<file path="src/rtl/i2c_target_regfile_if.sv">
// I2C open-drain bus bundle (scl/sda as _i/_o/_t triplets, _t=1 means released).
//   slave  : target side, consumes scl_i/sda_i and drives the _o/_t pairs
//   master : bus side, drives scl_i/sda_i and observes the _o/_t pairs
interface i2c_target_regfile_if;
    logic scl_i;
    logic scl_o;
    logic scl_t;
    logic sda_i;
    logic sda_o;
    logic sda_t;

    modport slave (
        input  scl_i, sda_i,
        output scl_o, scl_t, sda_o, sda_t
    );

    modport master (
        output scl_i, sda_i,
        input  scl_o, scl_t, sda_o, sda_t
    );
endinterface

</file>
<file path="src/rtl/i2c_target_regfile.sv">
// I2C target with a 7-bit bus address and a DEPTH x 8-bit register file behind
// an auto-incrementing register pointer. Writes: addr+W, ptr, data... Reads:
// addr+R streams regs[ptr], regs[ptr+1], ... until the master NACKs.
//
// Ports:
//   clk, rst_n   system clock (>= 10x scl), async active-low reset
//   bus          i2c_target_regfile_if.slave (scl/sda triplets)
//   host_addr    local readback index; host_rdata = regs[host_addr]
//   wr_strobe    one-clk pulse per register written from the bus,
//                with wr_addr / wr_data
//   busy         START seen, no STOP yet
//   addressed    our address was ACKed, no STOP / repeated START yet
//
// Optional build macro I2C_TGT_FILTER_EN: adds a FILTER_LEN-sample stability
// filter on the synchronized scl/sda before edge detection.
//
// state     | meaning
// ----------+--------------------------------------------------------
// IDLE      | bus free, waiting for START
// ADDR      | shifting in address + R/W
// ADDR_ACK  | driving ACK for our address
// PTR       | shifting in register pointer
// PTR_ACK   | driving ACK for pointer byte
// WDATA     | shifting in write data
// WDATA_ACK | driving ACK for data byte (register already written)
// RDATA     | shifting out regs[ptr], MSB first
// RDATA_ACK | sda released, sampling master ACK/NACK
// IGNORE    | not for us / read finished; wait for START or STOP
module i2c_target_regfile #(
    parameter logic [6:0] TARGET_ADDR = 7'h50,
    parameter int         DEPTH       = 16,
    parameter int         FILTER_LEN  = 3,
    localparam int        AW          = $clog2(DEPTH)
) (
    input  logic                  clk,
    input  logic                  rst_n,
    i2c_target_regfile_if.slave   bus,
    input  logic [AW-1:0]         host_addr,
    output logic [7:0]            host_rdata,
    output logic                  wr_strobe,
    output logic [AW-1:0]         wr_addr,
    output logic [7:0]            wr_data,
    output logic                  busy,
    output logic                  addressed
);

    typedef enum logic [3:0] {
        IDLE, ADDR, ADDR_ACK, PTR, PTR_ACK,
        WDATA, WDATA_ACK, RDATA, RDATA_ACK, IGNORE
    } state_t;

    state_t          state, state_n;
    logic [3:0]      bit_cnt, bit_cnt_n;
    logic [7:0]      shreg, shreg_n;
    logic [AW-1:0]   ptr, ptr_n;
    logic            drv, drv_n;
    logic            addressed_n, busy_n;
    logic            wr_en;
    logic [7:0]      regs [DEPTH];

    // Input synchronizers; idle bus is high so reset to 1.
    logic [1:0] scl_sync, sda_sync;
    logic       scl_flt, sda_flt;
    logic       scl_d, sda_d;

    always_ff @(posedge clk or negedge rst_n) begin
        if (!rst_n) begin
            scl_sync <= 2'b11;
            sda_sync <= 2'b11;
        end else begin
            scl_sync <= {scl_sync[0], bus.scl_i};
            sda_sync <= {sda_sync[0], bus.sda_i};
        end
    end

`ifdef I2C_TGT_FILTER_EN
    localparam int FCW = $clog2(FILTER_LEN + 1);
    logic [FCW-1:0] scl_cnt, sda_cnt;

    // A new level is accepted only after FILTER_LEN consecutive samples
    // disagree with the current filtered level.
    always_ff @(posedge clk or negedge rst_n) begin
        if (!rst_n) begin
            scl_flt <= 1'b1;
            sda_flt <= 1'b1;
            scl_cnt <= '0;
            sda_cnt <= '0;
        end else begin
            if (scl_sync[1] == scl_flt) begin
                scl_cnt <= '0;
            end else if (scl_cnt == FCW'(FILTER_LEN - 1)) begin
                scl_flt <= scl_sync[1];
                scl_cnt <= '0;
            end else begin
                scl_cnt <= scl_cnt + 1'b1;
            end
            if (sda_sync[1] == sda_flt) begin
                sda_cnt <= '0;
            end else if (sda_cnt == FCW'(FILTER_LEN - 1)) begin
                sda_flt <= sda_sync[1];
                sda_cnt <= '0;
            end else begin
                sda_cnt <= sda_cnt + 1'b1;
            end
        end
    end
`else
    logic unused_filter_len;
    assign unused_filter_len = (FILTER_LEN != 0);
    assign scl_flt = scl_sync[1];
    assign sda_flt = sda_sync[1];
`endif

    always_ff @(posedge clk or negedge rst_n) begin
        if (!rst_n) begin
            scl_d <= 1'b1;
            sda_d <= 1'b1;
        end else begin
            scl_d <= scl_flt;
            sda_d <= sda_flt;
        end
    end

    logic scl_rise, scl_fall, start_det, stop_det;
    assign scl_rise  = scl_flt & ~scl_d;
    assign scl_fall  = ~scl_flt & scl_d;
    assign start_det = scl_flt & scl_d & sda_d & ~sda_flt;
    assign stop_det  = scl_flt & scl_d & ~sda_d & sda_flt;

    always_comb begin
        state_n     = state;
        bit_cnt_n   = bit_cnt;
        shreg_n     = shreg;
        ptr_n       = ptr;
        drv_n       = drv;
        addressed_n = addressed;
        busy_n      = busy;
        wr_en       = 1'b0;

        // Bus conditions win over any scl edge seen in the same cycle.
        if (stop_det) begin
            state_n     = IDLE;
            bit_cnt_n   = '0;
            drv_n       = 1'b0;
            addressed_n = 1'b0;
            busy_n      = 1'b0;
        end else if (start_det) begin
            state_n     = ADDR;
            bit_cnt_n   = '0;
            drv_n       = 1'b0;
            addressed_n = 1'b0;
            busy_n      = 1'b1;
        end else begin
            case (state)
                ADDR, PTR, WDATA: begin
                    if (scl_rise && bit_cnt < 4'd8) begin
                        shreg_n   = {shreg[6:0], sda_flt};
                        bit_cnt_n = bit_cnt + 4'd1;
                    end else if (scl_fall && bit_cnt == 4'd8) begin
                        bit_cnt_n = '0;
                        if (state == ADDR) begin
                            if (shreg[7:1] == TARGET_ADDR) begin
                                state_n     = ADDR_ACK;
                                drv_n       = 1'b1;
                                addressed_n = 1'b1;
                            end else begin
                                state_n = IGNORE;
                            end
                        end else if (state == PTR) begin
                            ptr_n   = shreg[AW-1:0];
                            state_n = PTR_ACK;
                            drv_n   = 1'b1;
                        end else begin
                            wr_en   = 1'b1;
                            ptr_n   = ptr + 1'b1;
                            state_n = WDATA_ACK;
                            drv_n   = 1'b1;
                        end
                    end
                end
                ADDR_ACK: begin
                    if (scl_fall) begin
                        if (shreg[0]) begin
                            state_n = RDATA;
                            shreg_n = regs[ptr];
                            drv_n   = ~regs[ptr][7];
                        end else begin
                            state_n = PTR;
                            drv_n   = 1'b0;
                        end
                    end
                end
                PTR_ACK, WDATA_ACK: begin
                    if (scl_fall) begin
                        state_n = WDATA;
                        drv_n   = 1'b0;
                    end
                end
                RDATA: begin
                    if (scl_rise && bit_cnt < 4'd8) begin
                        bit_cnt_n = bit_cnt + 4'd1;
                    end else if (scl_fall && bit_cnt == 4'd8) begin
                        state_n   = RDATA_ACK;
                        bit_cnt_n = '0;
                        drv_n     = 1'b0;
                    end else if (scl_fall && bit_cnt != 4'd0) begin
                        shreg_n = {shreg[6:0], 1'b0};
                        drv_n   = ~shreg[6];
                    end
                end
                RDATA_ACK: begin
                    // bit_cnt=1 marks "master ACKed" until the 9th fall.
                    if (scl_rise) begin
                        ptr_n = ptr + 1'b1;
                        if (!sda_flt) begin
                            bit_cnt_n = 4'd1;
                        end else begin
                            state_n = IGNORE;
                        end
                    end else if (scl_fall && bit_cnt == 4'd1) begin
                        state_n   = RDATA;
                        bit_cnt_n = '0;
                        shreg_n   = regs[ptr];
                        drv_n     = ~regs[ptr][7];
                    end
                end
                default: ;
            endcase
        end
    end

    always_ff @(posedge clk or negedge rst_n) begin
        if (!rst_n) begin
            state     <= IDLE;
            bit_cnt   <= '0;
            shreg     <= '0;
            ptr       <= '0;
            drv       <= 1'b0;
            addressed <= 1'b0;
            busy      <= 1'b0;
        end else begin
            state     <= state_n;
            bit_cnt   <= bit_cnt_n;
            shreg     <= shreg_n;
            ptr       <= ptr_n;
            drv       <= drv_n;
            addressed <= addressed_n;
            busy      <= busy_n;
        end
    end

    always_ff @(posedge clk or negedge rst_n) begin
        if (!rst_n) begin
            for (int i = 0; i < DEPTH; i++) begin
                regs[i] <= 8'h00;
            end
            wr_strobe <= 1'b0;
            wr_addr   <= '0;
            wr_data   <= 8'h00;
        end else begin
            wr_strobe <= wr_en;
            if (wr_en) begin
                regs[ptr] <= shreg;
                wr_addr   <= ptr;
                wr_data   <= shreg;
            end
        end
    end

    assign host_rdata = regs[host_addr];

    // drv resets asynchronously, so reset releases sda immediately.
    assign bus.sda_t = ~drv;
    assign bus.sda_o = 1'b0;
    assign bus.scl_o = 1'b0;
    assign bus.scl_t = 1'b1;

endmodule

</file>
<file path="src/flat_wrapper.sv">
// flat-port wrapper written by rule: the top's interface ports become plain ports
module i2c_target_regfile_flat 
#(
    parameter logic [6:0] TARGET_ADDR = 7'h50,
    parameter int         DEPTH       = 16,
    parameter int         FILTER_LEN  = 3,
    localparam int        AW          = $clog2(DEPTH)
)
  (clk, rst_n, host_addr, host_rdata, wr_strobe, wr_addr, wr_data, busy, addressed, bus_scl_i, bus_sda_i, bus_scl_o, bus_scl_t, bus_sda_o, bus_sda_t);
  i2c_target_regfile_if bus_i ();
  input  logic clk;
  input  logic rst_n;
  input  logic [AW-1:0] host_addr;
  output logic [7:0] host_rdata;
  output logic wr_strobe;
  output logic [AW-1:0] wr_addr;
  output logic [7:0] wr_data;
  output logic busy;
  output logic addressed;
  input wire logic [$bits(bus_i.scl_i)-1:0] bus_scl_i;
  input wire logic [$bits(bus_i.sda_i)-1:0] bus_sda_i;
  output wire logic [$bits(bus_i.scl_o)-1:0] bus_scl_o;
  output wire logic [$bits(bus_i.scl_t)-1:0] bus_scl_t;
  output wire logic [$bits(bus_i.sda_o)-1:0] bus_sda_o;
  output wire logic [$bits(bus_i.sda_t)-1:0] bus_sda_t;
  assign bus_i.scl_i = bus_scl_i;
  assign bus_i.sda_i = bus_sda_i;
  assign bus_scl_o = bus_i.scl_o;
  assign bus_scl_t = bus_i.scl_t;
  assign bus_sda_o = bus_i.sda_o;
  assign bus_sda_t = bus_i.sda_t;
  i2c_target_regfile #(.TARGET_ADDR(TARGET_ADDR), .DEPTH(DEPTH), .FILTER_LEN(FILTER_LEN)) u_core (.clk(clk), .rst_n(rst_n), .bus(bus_i), .host_addr(host_addr), .host_rdata(host_rdata), .wr_strobe(wr_strobe), .wr_addr(wr_addr), .wr_data(wr_data), .busy(busy), .addressed(addressed));
endmodule
</file>
<file path="config.mk">
export PLATFORM = sky130hd
export DESIGN_NAME = i2c_target_regfile_flat
export DESIGN_NICKNAME = d
export VERILOG_FILES = /design/src/rtl/i2c_target_regfile_if.sv /design/src/rtl/i2c_target_regfile.sv /design/src/flat_wrapper.sv
export SDC_FILE = /design/constraint.sdc
export NUM_CORES = 1
export LEC_CHECK = 0
export BUFFER_PORTS_ARGS = -buffer_cell sky130_fd_sc_hd__buf_2
export CORE_ASPECT_RATIO = 1.2
export CORE_MARGIN = 5
export CORE_UTILIZATION = 58
export CTS_CLUSTER_DIAMETER = 100
export DETAILED_ROUTE_END_ITERATION = 10
export PLACE_DENSITY = 0.86
export SYNTH_ARGS = -nofsm -noshare
export SYNTH_HDL_FRONTEND = slang
export SYNTH_SLANG_ARGS = --single-unit
</file>
<file path="constraint.sdc">
create_clock -name clk -period 6.35 [get_ports clk]
set_input_delay 0.635 -clock clk [delete_from_list [all_inputs] [get_ports clk]]
set_output_delay 0.635 -clock clk [all_outputs]
set_load 0.1 [all_outputs]
</file>
* Word-level counts from Yosys, hierarchy flattened
Index checks and enable logic that the tools add are counted.
Storage, ports and cells: output and inout bits 27, memory bits (read-only) 0, memories kept 0, flip-flop bits (word level) 170, word-level logic and storage cells 196, input port bits 8, latch bits 0, memory bits (writable) 0
Cells by class: equality and inequality tests 38, multiply operators 0, $add $sub $neg 2, shifts and indexed selects 0, divide/modulo/power cells 0, bitwise logic cells 18, reduce and logical (&&, ||, !) cells 25, mux-type cells 78, order comparisons 4
Operator list (count):
- $bwmux 128 | 1
- $mux 8 | 13
- $mux 4 | 25
- $bmux 8 s4 | 2
- $demux 8 s4 | 1
- $pmux 8 s4 | 1
- $mux 1 | 29
- $ne 4x1->1 const B | 5
- $pmux 4 s5 | 1
- $reduce_and 10->1 | 2
- $eq 4x3->1 const B | 4
- $pmux 4 s2 | 2
- $ne 5x1->1 const B | 3
- $ne 2x1->1 const B | 7
- $reduce_bool 3->1 | 4
- $reduce_bool 4->1 | 3
- $reduce_and 11->1 | 1
- $ge 5x5->1 const B | 2
- $ne 2x2->1 const B | 5
- $not 4->5 | 2
- $not 1->1 | 9
- $reduce_and 9->1 | 1
- $add 4x1->4 const B | 2
- $eq 4x1->1 const B | 2
- 24 further kinds | 38

* Longest topological paths before layout
word-level depth 10, mapped depth 8, depth with buffers taken out 7

* Worst setup path after synthesis
OpenSTA, ideal clock, no wires.
path kind in2out, start point in host_addr[0], end point out host_rdata[0], slack 3.291 ns, stages 4, buffers on the path 2, data required time 5.715 ns, arrival time 2.424 ns, cell sequence clkbuf_1 > buf_2 > mux4_2 > mux4_2
On the way: word-level cells in the longest chain between the ends 4
Ends and longest elaborated chain:
- start: declaration | line flat_wrapper.sv:13 | input logic [AW-1:0] host_addr;
- $not 4->5 (not written as such) | line i2c_target_regfile.sv:270 | assign host_rdata = regs[host_addr];
- $bmux 8 s4 | line i2c_target_regfile.sv:270
- $mux 8 (not written as such) (2 in a row) | line i2c_target_regfile.sv:270
- end: declaration | line flat_wrapper.sv:14 | output logic [7:0] host_rdata;
Every way passes these cells. The select of a mux whose other input is x is not followed.

* Worst setup path in the final report
start point in host_addr[0], end point out host_rdata[1]
Same word-level chain as after synthesis.

==> flow_metrics.tcl <==
set metrics [dict create \
    yosysMostFrequentCell "dfrtp_1" \
    cts_resized 0 \
    fillers 1154 \
    grt_pass1_vias 6405 \
    synth-seq-cells 170 \
    clk_path_buf_depth 2 \
    port_buffers 31 \
    insertion_delay_ns 0.43 \
    async_flop_share 1.00 \
    overflow 0 \
    drt_iter0_drc 551 \
    slew_headroom 0.243 \
    start_util 0.583 \
    synth.distinct_cells 67 \
    syn_area_sq_um 9370 \
    startpoint_type "primary input" \
    required_ns 5.71 \
    arrival_ns 2.95 \
    synth_edf_count 0 \
    synth_top_area_frac 0.438 \
    die_w_um 126 \
    crit_path_end_kind "primary output" \
    wirelength_um 23000 \
    routedWlPerCell_um 26.3 \
    drcViolationCount 0 \
    vias 6060 \
    n_antenna_cell 0 \
    clock-sinks 170 \
    netlist_instances 649 \
    drive_above_1_share 0.278 \
    finalWeightedCongestion 0.891 \
    criticalPathCategory "in2out" \
    dp_hpwl_um 14400 \
    finalSetupTns_ns 0 \
    grt_pass1_wl_um 36700 \
    cts_buffers 17 \
    yosys_most_used_dff "dfrtp_1" \
    peakVddDrop_uv 222 \
    slew_viol_final 0 \
    ant_nets 0 \
    drv_cap 0 \
    synthTopCellsByCount "dfrtp_1, mux2_1, mux4_2, clkbuf_1, a21oi_1" \
    hold_path.class "in2reg" \
    worst_slew_pin_slew_ns 1.14 \
    fmax_ghz 0.279 \
    min_period_ns 3.59 \
    skew_ns 0.0109 \
    fp.dieH_um 149 \
    setup_viol 0 \
    status "complete, no violations" \
    cts_tree "built" \
    antenna_found_initial 0 \
    final.period_utilization 0.565 \
    ys_warn_count 0 \
    area_delta_synth_final_pct 8.60 \
    clk_root_buffer_cell "clkbuf_16" \
    cts_setup_buffers 0 \
    io_pins 35 \
    cellLeakagePower_uw 0.00469 \
    clkTransAtPathRegs_ns 0.06 \
    grt_max_degree 118 \
    post_dp_cell_area_sq_um 9600 \
    fin_util 0.633 \
    synth_seq_area_share 0.455 \
    stdcell_area_sq_um 10200 \
    dr.pass1.iters 5 \
    synthTopCellsByArea "dfrtp_1, mux4_2, mux2_1" \
    htree_levels 4 \
    gr-usage-all-layers 0.258 \
    p_per_area_nw_per_um2 312 \
    hold_buffers 0 \
    via_per_inst 6.93 \
    core-area_sq_um 16100 \
    synth_largest_area_cell "dfrtp_1" \
    rsz0062_at_grt "false" \
    die-area_sq_um 18800 \
    critPathMaxFanout 32 \
    hold_viol 0 \
    avgSynthCellArea_sq_um 14.4 \
    rows 51 \
    fin_nets 668 \
]
## state kept, by name (all words and copies together), names as in the netlist
signal,count
u_core.bit_cnt,4
u_core.addressed,1
u_core.ptr,4
u_core.state,4
u_core.shreg,8
u_core.wr_addr,4
u_core.sda_sync,2
u_core.drv,1
u_core.wr_strobe,1
u_core.scl_d,1
u_core.regs,128
u_core.busy,1
u_core.scl_sync,2
u_core.sda_d,1
u_core.wr_data,8
## report_power, final
group / switching [uW] / internal, uW
combinational: 444 / 300
clock: 419 / 621
sequential: 250 / 1140
## cell families (layout without fill, tap and decap cells)
| kind of cell | Yosys count | count (layout) | share of synthesized area |
|---|---|---|---|
| compound gates | 88 | 88 | 0.0713 |
| xor+xnor | 2 | 2 | 0.00187 |
| fa+ha+maj | 7 | 7 | 0.00935 |
| buf+inv | 68 | 81 | 0.0322 |
| flops | 170 | 170 | 0.455 |
| mux | 225 | 225 | 0.356 |
| other cells | 2 | 3 | 0.000801 |
| simple gates | 87 | 87 | 0.0741 |
## final timing paths
check / startpoint / endpoint / slack (ns) / cells after the start
setup reg to reg: u_core.scl_d / u_core.regs[67] / 3.05 / 6
min in group asynchronous: rst_n / u_core.wr_data[7] / 0.35 / 1
hold reg to reg: u_core.sda_sync[0] / u_core.sda_sync[1] / 0.36 / 0
hold / removal: bus_scl_i / u_core.scl_sync[0] / 0.30 / 1
setup / recovery: host_addr[0] / host_rdata[1] / 2.76 / 4
max in group asynchronous: rst_n / u_core.regs[112] / 4.65 / 2
## metal layers
metal	share of wire	vias up	routed length, um	global-route usage
met4	0.057	0	1310	0.158
met5	0	-	0	0
li1	-	2506	-	-
met1	0.36	3134	8280	0.308
met2	0.51	325	11800	0.431
met3	0.071	95	1640	0.0541
## critical path, stage by stage
cell    delay, ns
buf_2        0.83
mux4_2       0.62
mux4_2       0.51
buf_2        0.31
## cells in the final DEF (no fill, tap or decap), types with 3 or more instances in the layout
cell and count:
dfrtp_1 162, mux2_1 133, mux4_2 72, buf_2 30
a21oi_1 28, clkbuf_16 17, nand3_4 16, inv_1 15
nor2_1 15, a22oi_1 13, mux2_2 11, nand2_1 10
mux2i_1 9, o21ai_0 8, nor2b_1 7, ha_1 7
nand3_1 6, buf_4 6, dfstp_2 6, nand2b_1 5
a211oi_1 5, a31oi_1 5, nor3_1 4, o21ai_1 3
o221ai_1 3, nand4_1 3, conb_1 3, clkinv_2 3
bufinv_16 3, clkbuf_1 3
## area by class of cell
cell class / instances / area [sq um] / share of cell area
clock inverter: 8 / 123 / 0.0120
clock buffer: 21 / 450 / 0.0443
timing repair buffer: 37 / 206 / 0.0203
inverter: 15 / 56.3 / 0.00553
multi-input combinational: 412 / 4810 / 0.473
sequential: 170 / 4260 / 0.419
tap: 212 / 265 / 0.0261
## through the flow
step	setup slack, ns	power (uW)	std cells	hold WS [ns]
5_1_grt	2.58	3300	875	0.287
2_1_floorplan	3.29	1940	650	0.339
6_report	2.76	3170	875	0.303
3_5_place_dp	2.73	2140	846	0.354
4_1_cts	2.73	3170	875	0.291
3_3_place_gp	2.78	2100	846	0.349
Note: power is estimated with default switching activity, not from simulation.
